<file path="src/rtl/lp_multifunc_seq.sv">
// Request/response initiator for a datapath-gated multifunction unit.
// Optional build macro LP_MF_SEQ_ZERO_IDLE_EN zeroes mf_a/mf_func outside WAIT.
module lp_multifunc_seq #(
    parameter int OP_WIDTH    = 24,
    parameter int FUNC_SELECT = 127,
    parameter int LATENCY     = 2
) (
    input  logic                clk,
    input  logic                rst_n,
    input  logic                req_valid,
    output logic                req_ready,
    input  logic [OP_WIDTH:0]   req_a,
    input  logic [15:0]         req_func,
    output logic                rsp_valid,
    input  logic                rsp_ready,
    output logic [OP_WIDTH+1:0] rsp_z,
    output logic                rsp_status,
    output logic                rsp_err,
    output logic [OP_WIDTH:0]   mf_a,
    output logic [15:0]         mf_func,
    output logic                mf_dg_ctrl,
    input  logic [OP_WIDTH+1:0] mf_z,
    input  logic                mf_status
);

    typedef enum logic [1:0] {
        IDLE,
        WAIT,
        RESP
    } state_t;

    localparam logic [15:0] FUNC_MASK = 16'(FUNC_SELECT & 127);
    localparam logic [3:0]  LAT       = 4'(LATENCY);

    state_t     state_q;
    state_t     state_d;
    logic [3:0] cnt_q;
    logic       one_hot;
    logic       legal;
    logic       last;

    assign one_hot = (req_func != 16'd0) &&
                     ((req_func & (req_func - 16'd1)) == 16'd0);
    assign legal   = one_hot && ((req_func & ~FUNC_MASK) == 16'd0);
    assign last    = (state_q == WAIT) && (cnt_q == 4'd1);

    assign req_ready = (state_q == IDLE);
    assign rsp_valid = (state_q == RESP);

    always_ff @(posedge clk) begin
        if (!rst_n) begin
            state_q <= IDLE;
        end else begin
            state_q <= state_d;
        end
    end

    always_comb begin
        state_d = state_q;
        unique case (state_q)
            IDLE: begin
                if (req_valid) begin
                    state_d = legal ? WAIT : RESP;
                end
            end
            WAIT: begin
                if (cnt_q == 4'd1) begin
                    state_d = RESP;
                end
            end
            RESP: begin
                if (rsp_ready) begin
                    state_d = IDLE;
                end
            end
            default: state_d = IDLE;
        endcase
    end

    always_ff @(posedge clk) begin
        if (!rst_n) begin
            cnt_q      <= 4'd0;
            mf_a       <= '0;
            mf_func    <= '0;
            mf_dg_ctrl <= 1'b0;
            rsp_z      <= '0;
            rsp_status <= 1'b0;
            rsp_err    <= 1'b0;
        end else begin
            if (req_valid && req_ready) begin
                if (legal) begin
                    mf_a       <= req_a;
                    mf_func    <= req_func;
                    mf_dg_ctrl <= 1'b1;
                    cnt_q      <= LAT;
                end else begin
                    rsp_err    <= 1'b1;
                    rsp_z      <= '0;
                    rsp_status <= 1'b0;
                end
            end
            if (state_q == WAIT) begin
                cnt_q <= cnt_q - 4'd1;
            end
            // Result is valid only while the unit is still enabled.
            if (last) begin
                rsp_z      <= mf_z;
                rsp_status <= mf_status;
                rsp_err    <= 1'b0;
                mf_dg_ctrl <= 1'b0;
`ifdef LP_MF_SEQ_ZERO_IDLE_EN
                mf_a       <= '0;
                mf_func    <= '0;
`else
                mf_a       <= mf_a;
                mf_func    <= mf_func;
`endif
            end
        end
    end

endmodule

</file>
<file path="config.mk">
export PLATFORM = sky130hd
export DESIGN_NAME = lp_multifunc_seq
export DESIGN_NICKNAME = d
export VERILOG_FILES = /design/src/rtl/lp_multifunc_seq.sv
export SDC_FILE = /design/constraint.sdc
export NUM_CORES = 1
export LEC_CHECK = 0
export BUFFER_PORTS_ARGS = -buffer_cell sky130_fd_sc_hd__buf_2
export CAP_MARGIN = 20
export CORE_UTILIZATION = 51
export DETAILED_ROUTE_END_ITERATION = 10
export PLACE_DENSITY = 0.85
export SYNTH_ARGS = -nofsm -noshare
export SYNTH_HDL_FRONTEND = slang
export SYNTH_SLANG_ARGS = --single-unit
</file>
<file path="constraint.sdc">
create_clock -name clk -period 3.4 [get_ports clk]
set_clock_uncertainty 0.15 [all_clocks]
set_input_delay 0 -clock clk [delete_from_list [all_inputs] [get_ports clk]]
set_output_delay 0 -clock clk [all_outputs]
set_load 0.005 [all_outputs]
</file>
### After elaboration in Yosys (flattened, before gate mapping)

Cells that the tools add are included.

* register bits: 76
* bits in latches: 0
* bits in writable memories: 0
* memory bits (read-only): 0
* bits of input ports: 72
* output and inout bits: 72
* logic and storage cells: 53
* memories kept: 0

* add/subtract/negate cells: 2
* $mul: 0
* divide/modulo/power cells: 0
* $lt $le $gt $ge: 0
* eq/ne operators: 7
* shift-type cells: 0
* mux-type cells: 14
* bitwise gates (word level): 4
* reductions and logical operators: 18

Operators by type and width (number)
* 26-bit 2-to-1 mux: 3
* 16-bit zero test: 2
* 16-bit AND: 1
* 16-bit nonzero test: 1
* 16-bit by 1-bit subtractor with 16-bit output, second input constant: 1
* 4-bit 2-to-1 mux: 3
* 2-bit 2-to-1 mux: 4
* 2-bit AND reduction: 4
* 2-bit case mux with 3 select lines: 1
* 3-bit AND reduction: 2
* 2-bit nonzero test: 3
* 4-bit by 1-bit equality test with 1-bit output, second input constant: 1
* 1-bit logical AND: 4
* 2-bit by 1-bit inequality test with 1-bit output, second input constant: 2
* 2-bit inequality test, second input constant: 2
* 4-bit by 1-bit subtractor with 4-bit output, second input constant: 1
* 1-bit 2-to-1 mux: 3
* 1-bit NOT: 3
* 2-bit by 1-bit equality test with 1-bit output, second input constant: 1
* 2-bit equality test, second input constant: 1
* 2-bit zero test: 1
* 2-bit OR reduction: 1

### Logic depth before layout (Yosys ltp)

Gate-level depths: netlist of the first run.

* depth after elaboration: 8
* gate-level depth with buffers: 8
* depth with buffers taken out: 6

### Worst setup path before layout of the first run

No wires, ideal clock.

* path type: reg-to-reg
* from: reg state_q[0]
* to: reg rsp_status
* setup time: 0.058 ns
* data arrival time: 1.633 ns
* path slack: 1.559 ns
* cell stages (with the launch flop): 9
* clock period less this slack: 1.841 ns
* cell sequence: dfxtp_1 > nor2b_1 > clkbuf_1 > and3_1 > buf_2 > clkbuf_1 > nand2_1 > a21oi_1 > a31o_2

* word-level cells in the longest chain between the ends: 4
* elaborated cells between the ends (all ways): 8

Ends and longest elaborated chain
* from (decl): line 35 `state_t state_q;`
* from (signal assigned): line 54 `state_q <= state_d;`
* 2-bit by 1-bit equality test with 1-bit output / 2-bit zero test (equally long branches): line 45, 47
* 1-bit logical AND, on equally long branches: line 45, 90
* 2-bit by 1-bit inequality test with 1-bit output (no source line) / 2-bit nonzero test (equally long branches)
* 2-bit AND reduction (no source line)
* to (signal assigned): line 108 `rsp_status <= mf_status;`
* to (decl): line 17 `output logic rsp_status,`

Parallel ways exist; a longest one is shown, timed or not.
A chain may end at the register's enable or synchronous reset.

### Worst setup path after layout of the first run

* from: in req_func[3]
* to: reg mf_func[15]

* word-level cells in the longest chain between the ends: 6
* elaborated cells between the ends (all ways): 7

Ends and longest elaborated chain
* from (decl): line 13 `input logic [15:0] req_func,`
* 16-bit by 1-bit subtractor with 16-bit output: line 43 `((req_func & (req_func - 16'd1)) == 16'd0);`
* 16-bit AND: line 43
* 16-bit zero test: line 43
* 1-bit logical AND *: line 42 `assign one_hot = (req_func != 16'd0) &&`
* 1-bit logical AND *: line 44 `assign legal = one_hot && ((req_func & ~FUNC_MASK) == 16'd0);`
* 3-bit AND reduction (no source line) *
* to (signal assigned): line 93 `mf_func <= req_func;`
* to (signal assigned): line 116 `mf_func <= mf_func;`
* to (decl): line 20 `output logic [15:0] mf_func,`

Every way passes the cells marked *; elsewhere a longest branch is shown, timed or not.

==> flow_metrics.py, run 1 <==
metrics = {
    "run_status": {
        "status": "finished, final reports clean",
    },
    "detailed_routing": {
        "drt-initial-drc-count": 328,
        "wl_met2_mm": 5.72,
        "dr.pass1.iters": 5,
        "drc": 0,
        "wl_met1_mm": 4.34,
        "routed.top_layer": "met4",
        "wl_met3_um": 785,
        "antenna_left": 0,
        "wl_mm": 11.4,
        "vias": 3997,
        "wire_per_inst_um": 17.0,
        "routed_via_density": 5.97,
    },
    "placed_design": {
        "routabilityCongestion": 0.886,
        "portBuffers": 143,
        "dpl.cell_count": 590,
        "dp_hpwl_mm": 5.97,
    },
    "critical_path": {
        "path_max_fanout": 27,
        "crit_arrival_ns": 2.88,
        "critical_path_class": "in -> reg",
        "startpoint_type": "primary input",
        "end_kind": "flop",
        "r2r_cells": 6,
        "required_ns": 3.48,
    },
    "timing": {
        "fmax_ghz": 0.356,
        "worst_pin_slew_ns": 0.820,
        "finalHoldWorstSlack_ns": 0.0410,
        "finalHoldViolations": 0,
        "period_share": 0.825,
        "relSlewSlack": 0.452,
        "post-route-min-period_ns": 2.81,
        "drv_slew": 0,
        "final-setup-viol-count": 0,
        "rsz0062_at_grt": "no",
        "finalSetupTns_ns": 0,
    },
    "power": {
        "powerDensity_nw_per_um2": 362,
        "peakVddDrop_mv": 0.243,
        "p_leak_nw": 2.09,
    },
    "yosys": {
        "synth-async-reset-ratio": 0,
        "syn_area_per_cell_um2": 8.43,
        "synth_edf_count": 0,
        "synth_area_um2": 3350,
        "ys_types": 45,
        "ys.warnings.count": 0,
        "syn_nets": 471,
        "synth_seq_cells": 76,
        "synthCells": 397,
        "dominantRegCellSynth": "dfxtp_1",
        "ys_seq_area_frac": 0.455,
    },
    "cts": {
        "clk_pin_slew_worst_paths_ns": 0.08,
        "clockRootBuffer": "clkbuf_8",
        "postCtsSetupRepairBufs": 0,
        "clock_path_buffers": 2,
        "numCtsBuffers": 9,
        "cts_tree": "yes",
        "clk_latency_ns": 0.33,
        "cts-htree-levels": 3,
        "clock-sinks": 76,
    },
    "floorplanning": {
        "dieArea_um2": 6890,
        "coreArea_um2": 6350,
        "io_pins": 144,
        "die_h_um": 83.0,
        "std_cell_rows": 29,
        "start_util": 0.527,
        "die_x_um": 83.0,
    },
    "grt": {
        "grt_pass1_wl_mm": 18.1,
        "first_global_vias": 3809,
        "overflow": 0,
        "grt_max_degree": 35,
        "grt.total_usage": 0.324,
        "antenna_found_initial": 1,
    },
    "cells_and_area": {
        "final_core_util": 0.769,
        "synthToLayoutAreaGrowth_pct": 45.9,
        "fin_cells": 669,
        "nets": 660,
        "drive_gt1_frac": 0.332,
        "ff_latch_area_um2": 1520,
        "multi_input_area_um2": 1640,
        "fill_cells": 441,
    },
    "job": {
        "drv_cap": 0,
    },
    "min_path": {
        "hold_depth": 5,
        "holdCritPathClass": "in -> reg",
    },
}
==> stage by stage <==
stage	setup WS [ns]	instance area (um2)	power (W)
3_5_place_dp	0.925	4060	0.00103
3_3_place_gp	1.07	4060	0.00103
4_1_cts	0.734	4880	0.00176
5_1_grt	0.461	4880	0.00183
2_1_floorplan	1.56	3350	0.000963
6_report	0.594	4880	0.00177
==> path summary, 6_finish.rpt <==
kind,startpoint,to,slack (ns)
hold / removal,req_valid,cnt_q[3]$_SDFFE_PN0P_,0.04
hold reg to reg,mf_dg_ctrl$_SDFFE_PP0P_,mf_dg_ctrl$_SDFFE_PP0P_,0.33
setup reg to reg,state_q[0]$_SDFFE_PN0P_,mf_func[15]$_SDFFE_PN0P_,1.05
setup / recovery,req_func[3],mf_func[15]$_SDFFE_PN0P_,0.59
==> report_power, final <==
| group | internal (W) | total [W] | switching [W] |
|---|---|---|---|
| Clock | 0.000377 | 0.000697 | 0.000320 |
| Combinational | 0.0000919 | 0.000179 | 0.0000874 |
| Sequential | 0.000892 | 0.000893 | 0.00000137 |
| Total | 0.00136 | 0.00177 | 0.000409 |
==> synth_stat cells, types with 2 or more instances <==
cell type,number,area share
nor2_1,8,0.0090
buf_4,4,0.0090
nor4_4,3,0.019
dfxtp_1,76,0.45
nor3_1,2,0.0030
ha_1,2,0.0075
inv_1,3,0.0034
o31ai_1,2,0.0045
nand2b_1,2,0.0037
o21ai_0,26,0.039
a21oi_1,65,0.097
o21ai_1,12,0.018
a31o_2,17,0.044
or4_4,2,0.0067
a31o_1,10,0.026
buf_2,9,0.013
and3_1,12,0.022
nand3_1,61,0.091
nand2_1,36,0.040
clkbuf_1,20,0.022
==> placed cells by master, fill, tap and decap left out, drive strengths merged, types with 8 or more instances in the layout <==
master	synthesis	layout
a31o	27	27
nor2	8	8
a21oi	66	66
clkbuf	21	12
and3	12	12
nand3	61	61
dlygate4sd3	0	62
buf	15	152
dfxtp	76	76
o21ai	38	38
nand2	36	36
==> layout make-up <==
| type | count | area share |
|---|---|---|
| multi-input combinational | 281 | 0.336 |
| sequential | 76 | 0.311 |
| timing repair buffer | 214 | 0.287 |
| clock buffer | 12 | 0.0318 |
| tap | 77 | 0.0197 |
| clock inverter | 4 | 0.00973 |
| inverter | 4 | 0.00307 |
| antenna | 1 | 0.000512 |
==> worst max-delay path, cell delays in order <==
cell	delay, ns
dlygate4sd3_1	0.56
buf_2	0.17
maj3_2	0.32
o31a_1	0.34
nor4_4	0.54
buf_4	0.39
nand2_1	0.27
and3_1	0.27
==> registers in the layout (all words and copies together) (netlist names) <==
signal / cells
rsp_status: 1
mf_a: 25
rsp_z: 26
mf_dg_ctrl: 1
cnt_q: 4
mf_func: 16
rsp_err: 1
state_q: 2
==> kinds of logic (layout without fill, tap and decap cells) <==
logic type                 Yosys count  count (layout)  synth area share
other                                0               1                 0
AOI/OAI and AO/OA                  142             142             0.260
xor gates and xnor gates             1               1           0.00262
adders and majority gates            3               3            0.0108
buffers and inverters               40             234            0.0553
DFF                                 76              76             0.455
and+or+nand+nor                    135             135             0.217
==> routing by layer <==
metal	vias to the layer above	track usage
met2	238	0.572
met1	1878	0.359
met4	0	0.187
li1	1827	-
met5	-	0
met3	54	0.0676
==> what timing repair did <==
item / in CTS / in global routing
gates resized for setup: 0 / 0
hold buffers: 62 / 0
endpoints found under the hold margin: 74 / 0
No activity file was read; power rests on OpenSTA's default activity.
==> run 2, diff against run 1 <==
--- a/config.mk
+++ b/config.mk
@@ -7,9 +7,9 @@
 export LEC_CHECK = 0
 export BUFFER_PORTS_ARGS = -buffer_cell sky130_fd_sc_hd__buf_2
 export CAP_MARGIN = 20
-export CORE_UTILIZATION = 51
+export CORE_UTILIZATION = 43
 export DETAILED_ROUTE_END_ITERATION = 10
-export PLACE_DENSITY = 0.85
+export PLACE_DENSITY = 0.76
 export SYNTH_ARGS = -nofsm -noshare
 export SYNTH_HDL_FRONTEND = slang
 export SYNTH_SLANG_ARGS = --single-unit
==> constraint.sdc (replaced) <==
create_clock -name clk -period 2.4 [get_ports clk]
set_clock_uncertainty 0.15 [all_clocks]
set_input_delay 0 -clock clk [delete_from_list [all_inputs] [get_ports clk]]
set_output_delay 0 -clock clk [all_outputs]
set_load 0.005 [all_outputs]
==> run 2 against run 1 <==
  * Final area increased by 1.8%
  * Via count is 3.9% lower
  * Global-route usage is 7.1 points lower
  * Register-to-register slack worse by 0.69 ns
  * Critical endpoint is now mf_a[12]$_SDFFE_PN0P_
  * Largest cell class unchanged
  * Highest routed layer unchanged
==> flow_metrics.py, run 2 (synthesized netlist as in run 1, its figures left out) <==
metrics = {
    "run_status": {
        "status": "finished, final reports clean",
    },
    "detailed_routing": {
        "wire_per_inst_um": 15.2,
        "wl_met2_mm": 5.58,
        "drt-initial-drc-count": 206,
        "wl_mm": 10.5,
        "routed.top_layer": "met4",
        "routed_via_density": 5.53,
        "wl_met1_mm": 4.21,
        "drc": 0,
        "vias": 3840,
        "antenna_left": 0,
        "dr.pass1.iters": 5,
        "wl_met3_um": 488,
    },
    "timing": {
        "post-route-min-period_ns": 2.30,
        "worst_pin_slew_ns": 0.647,
        "period_share": 0.957,
        "drv_slew": 0,
        "relSlewSlack": 0.568,
        "rsz0062_at_grt": "no",
        "finalSetupTns_ns": 0,
        "final-setup-viol-count": 0,
        "fmax_ghz": 0.435,
        "finalHoldViolations": 0,
    },
    "cells_and_area": {
        "nets": 664,
        "fill_cells": 603,
        "largestRegisters": "rsp_z x26, mf_a x25, mf_func x16",
        "layout_commonest_cell": "buf_2",
        "synthToLayoutAreaGrowth_pct": 48.6,
        "drive_gt1_frac": 0.336,
        "antenna_cells": 0,
        "largest_register_ffs": 26,
        "final_core_util": 0.675,
        "layout_common_cells": "143 x buf_2, 76 x dfxtp_1, 65 x a21oi_1, 62 x dlygate4sd3_1, 61 x nand3_1",
        "top_register": "rsp_z",
    },
    "critical_path": {
        "slowest_stage": "or4_4",
        "crit_arrival_ns": 2.41,
        "max_stage_delay_ns": 0.57,
        "path_delay_family": "simple AND/OR/NAND/NOR gates",
        "path_max_fanout": 27,
        "cp_common_cell": "or4_4",
        "cp_num_buf_inv": 3,
        "critPathLaunch": "req_func[1]",
        "rrSetupSlack_ns": 0.36,
        "path_cells": "dlygate4sd3_1, buf_2, or4_4, or4_4, nand4_2, buf_12, o21ai_0, a21oi_1",
        "critical_path_class": "in -> reg",
        "r2r_start": "state_q[0]$_SDFFE_PN0P_",
        "required_ns": 2.51,
        "startpoint_type": "primary input",
        "end_kind": "flop",
    },
    "grt": {
        "grt_pass1_wl_mm": 17.0,
        "overflow": 0,
        "grt.total_usage": 0.253,
        "first_global_vias": 3615,
        "antenna_found_initial": 0,
        "grt_max_degree": 62,
    },
    "power": {
        "intPower_w": 0.00191,
        "p_switching_w": 0.000590,
        "combPwrFrac": 0.101,
        "peakVddDrop_mv": 0.384,
        "sequentialPowerShare": 0.507,
        "powerDensity_nw_per_um2": 502,
        "p_clk_frac": 0.392,
        "p_leak_nw": 2.11,
        "swShare": 0.236,
    },
    "cts": {
        "cts_tree": "yes",
        "cts-htree-levels": 3,
        "clock-sinks": 76,
        "ctsResizeCount": 0,
        "clk_pin_slew_worst_paths_ns": 0.08,
        "clk_latency_ns": 0.34,
        "numCtsBuffers": 9,
        "clock_path_buffers": 2,
        "clockRootBuffer": "clkbuf_8",
    },
    "floorplanning": {
        "coreArea_um2": 7370,
        "dieArea_um2": 8140,
        "std_cell_rows": 31,
        "die_h_um": 90.2,
        "io_pins": 144,
        "start_util": 0.454,
        "die_x_um": 90.2,
    },
    "min_path": {
        "holdCritPathClass": "in -> reg",
        "hold_start": "req_valid",
    },
    "job": {
        "drv_cap": 0,
    },
    "placed_design": {
        "dp_hpwl_mm": 6.01,
        "routabilityCongestion": 0.825,
        "portBuffers": 143,
    },
}
[run 2: changes by cell type in the layout (fill, tap and decap cells not counted), sizes merged]
cell      delta
clkinvlp     +2
diode        -1
clkinv       -1
clkbuf       -1
buf          +4
[run 2: worst reg2reg max path, cell delays in order (launching register included)]
cell     delay, ns
dfxtp_1       0.37
nor2b_1       0.30
nand3_1       0.42
buf_12        0.31
nand3_1       0.09
a21oi_1       0.06
a31o_2        0.25
[run 2: per-stage QoR]
stage | total power, W | setup WS, ns | area, um2 | cells | hold slack [ns]
floorplan | 0.00136 | 0.559 | 3350 | 397 | -0.00442
global placement | 0.00145 | 0.326 | 4130 | 615 | 0.108
detailed placement | 0.00146 | 0.300 | 4130 | 615 | 0.112
CTS | 0.00252 | 0.162 | 4960 | 693 | 0.0428
global route | 0.00260 | 0.0337 | 4970 | 694 | 0.0706
finish | 0.00249 | 0.102 | 4970 | 694 | 0.0573
[run 2: layer usage]
| metal | GRT usage | vias to the layer above |
|---|---|---|
| met5 | 0 | - |
| met4 | 0.103 | 0 |
| met3 | 0.0415 | 31 |
| met2 | 0.468 | 157 |
| met1 | 0.287 | 1814 |
| li1 | - | 1838 |
[run 2: path summary, 6_finish.rpt]
check / to / cells past startpoint
worst max-delay path: mf_a[12]$_SDFFE_PN0P_ / 8
worst min-delay path: cnt_q[3]$_SDFFE_PN0P_ / 5
worst max register to register: rsp_z[4]$_SDFFE_PN0P_ / 6
worst min register to register: mf_func[2]$_SDFFE_PN0P_ / 2
[run 2: final cells by class]
cell class,count,area [um2],area share
multi-input combinational,281,1640,0.330
timing repair buffer,218,1470,0.295
tap,99,124,0.0249
inverter,4,15.0,0.00302
clock buffer,11,141,0.0284
clock inverter,5,61.3,0.0123
sequential,76,1520,0.306
[run 2: timing repair]
| action | 4_1_cts | 5_1_grt |
|---|---|---|
| hold endpoints to repair | 74 | 0 |
| hold buffers | 62 | 0 |
| setup buffers | 0 | 0 |
[run 2: power by group through the flow]
stage / logic, W / registers [W] / clock network [W]
final: 0.000252 / 0.00126 / 0.000978
after global routing: 0.000269 / 0.00127 / 0.00106
after CTS: 0.000241 / 0.00126 / 0.00101
after detailed placement: 0.000162 / 0.00129 / 0
after global placement: 0.000161 / 0.00129 / 0
after floorplan: 0.0000699 / 0.00129 / 0
==> run 3, diff against run 2 <==
--- a/config.mk
+++ b/config.mk
@@ -8,6 +8,8 @@
 export BUFFER_PORTS_ARGS = -buffer_cell sky130_fd_sc_hd__buf_2
 export CAP_MARGIN = 20
 export CORE_UTILIZATION = 43
+export CTS_BUF_LIST = sky130_fd_sc_hd__clkbuf_8 sky130_fd_sc_hd__clkbuf_16
+export CTS_CLUSTER_SIZE = 16
 export DETAILED_ROUTE_END_ITERATION = 10
 export PLACE_DENSITY = 0.76
 export SYNTH_ARGS = -nofsm -noshare
==> run 3 against run 2 <==
  * Sequential power is essentially flat
  * Global-route usage is the same
  * Flip-flop and latch count is the same
  * Critical path type unchanged
  * Clock-buffer cell count shrank 1
  * First-iteration DRC count grew 2.4%
  * Largest power group unchanged
  * Register-to-register slack is essentially flat
==> flow_metrics.py, run 3 (synthesized netlist as in run 1, its figures left out) <==
metrics = {
    "critical_path": {
        "required_ns": 2.51,
        "reg2reg_to": "rsp_z[4]$_SDFFE_PN0P_",
        "crit_end": "mf_a[12]$_SDFFE_PN0P_",
        "rrSetupSlack_ns": 0.36,
        "path_max_fanout": 27,
        "critPathLaunch": "req_func[1]",
        "r2r_start": "state_q[0]$_SDFFE_PN0P_",
        "startpoint_type": "primary input",
        "crit_arrival_ns": 2.41,
        "end_kind": "flop",
        "r2r_cells": 6,
        "critical_path_class": "in -> reg",
    },
    "power": {
        "powerDensity_nw_per_um2": 502,
        "peakVddDrop_mv": 0.384,
        "p_leak_nw": 2.12,
    },
    "timing": {
        "drv_slew": 0,
        "worst_slack_ns": 0.101,
        "post-route-min-period_ns": 2.30,
        "finalHoldWorstSlack_ns": 0.0582,
        "finalHoldViolations": 0,
        "final-setup-viol-count": 0,
        "period_share": 0.958,
        "relSlewSlack": 0.571,
        "rsz0062_at_grt": "no",
        "worst_pin_slew_ns": 0.644,
        "finalSetupTns_ns": 0,
        "fmax_ghz": 0.435,
    },
    "cells_and_area": {
        "layout_common_cells": "143 x buf_2, 76 x dfxtp_1, 65 x a21oi_1, 62 x dlygate4sd3_1, 61 x nand3_1",
        "fill_cells": 603,
        "ff_latch_area_um2": 1520,
        "synthToLayoutAreaGrowth_pct": 48.6,
        "multi_input_area_um2": 1640,
        "drive_gt1_frac": 0.336,
        "nets": 664,
        "largest_register_ffs": 26,
        "top_register": "rsp_z",
        "largestRegisters": "rsp_z x26, mf_a x25, mf_func x16",
        "layout_commonest_cell": "buf_2",
        "antenna_cells": 0,
    },
    "floorplanning": {
        "std_cell_rows": 31,
        "dieArea_um2": 8140,
        "die_h_um": 90.2,
        "start_util": 0.454,
        "io_pins": 144,
        "die_x_um": 90.2,
        "coreArea_um2": 7370,
    },
    "placed_design": {
        "routabilityCongestion": 0.825,
        "place_worst_setup_slack_ns": 0.300,
        "portBuffers": 143,
        "dp_hpwl_mm": 6.01,
    },
    "cts": {
        "numCtsBuffers": 9,
        "clk_pin_slew_worst_paths_ns": 0.07,
        "clk_latency_ns": 0.34,
        "ctsResizeCount": 0,
        "clock_path_buffers": 2,
        "cts_tree": "yes",
        "clockRootBuffer": "clkbuf_8",
        "cts-htree-levels": 3,
        "clock-sinks": 76,
    },
    "min_path": {
        "holdCritPathClass": "in -> reg",
    },
    "detailed_routing": {
        "dr.pass1.iters": 5,
        "routed_via_density": 5.50,
        "wl_mm": 10.5,
        "vias": 3815,
        "wire_per_inst_um": 15.2,
        "drc": 0,
        "drt-initial-drc-count": 211,
        "antenna_left": 0,
    },
    "grt": {
        "overflow": 0,
        "first_global_vias": 3615,
        "antenna_found_initial": 0,
        "grt_max_degree": 62,
        "grt_pass1_wl_mm": 17.0,
        "grt.total_usage": 0.253,
    },
    "job": {
        "drv_cap": 0,
    },
    "run_status": {
        "status": "finished, final reports clean",
    },
}
## run 3: changes by cell type in the layout (fill, tap and decap cells not counted)
cell,delta
clkbuf_1,-1
inv_1,+1
## run 3: worst min-delay path by stage
stage | start | endpoint | slack (ns) | cells after the start
after detailed placement | req_a[13] | mf_a[13]$_SDFFE_PN0P_ | 0.11 | 3
final | req_valid | cnt_q[3]$_SDFFE_PN0P_ | 0.06 | 5
after CTS | req_valid | cnt_q[3]$_SDFFE_PN0P_ | 0.04 | 5
after floorplan | rst_n | mf_dg_ctrl$_SDFFE_PP0P_ | -0.004 | 2
after global placement | req_a[17] | mf_a[17]$_SDFFE_PN0P_ | 0.11 | 3
after global routing | req_valid | cnt_q[3]$_SDFFE_PN0P_ | 0.07 | 5
## run 3: critical path: stages
cell           delay [ns]
dlygate4sd3_1        0.55
buf_2                0.16
or4_4                0.57
or4_4                0.44
nand4_2              0.23
buf_12               0.20
o21ai_0              0.09
a21oi_1              0.16
## run 3: final cells by class
cell class,count,share of cell area
inverter,4,0.00302
multi-input combinational,281,0.330
timing repair buffer,218,0.295
clock buffer,10,0.0277
tap,99,0.0249
sequential,76,0.306
clock inverter,6,0.0131
## run 3: stage by stage
stage / utilization / cells / instance area, um2 / power [W]
6_report: 0.675 / 694 / 4970 / 0.00250
5_1_grt: 0.675 / 694 / 4970 / 0.00259
4_1_cts: 0.673 / 693 / 4960 / 0.00251
3_5_place_dp: 0.561 / 615 / 4130 / 0.00146
3_3_place_gp: 0.561 / 615 / 4130 / 0.00145
2_1_floorplan: - / 397 / 3350 / 0.00136
## run 3: layer usage
metal | up-vias | global-route usage | wire length (um)
li1 | 1832 | - | -
met1 | 1801 | 0.287 | 4210
met2 | 151 | 0.468 | 5550
met3 | 31 | 0.0415 | 516
met4 | 0 | 0.103 | 272
met5 | - | 0 | 0
## run 3: report_power, final
group | total [W] | internal [W] | switching [W]
Sequential | 0.00126 | 0.00126 | 0.00000209
Combinational | 0.000252 | 0.000132 | 0.000121
Clock | 0.000978 | 0.000507 | 0.000471
Total | 0.00250 | 0.00190 | 0.000594
## run 3: repair_timing
item	in CTS	in global routing
endpoints found under the setup margin	0	0
buffers inserted	0	0
hold endpoints to repair	74	0
hold buffers	62	0
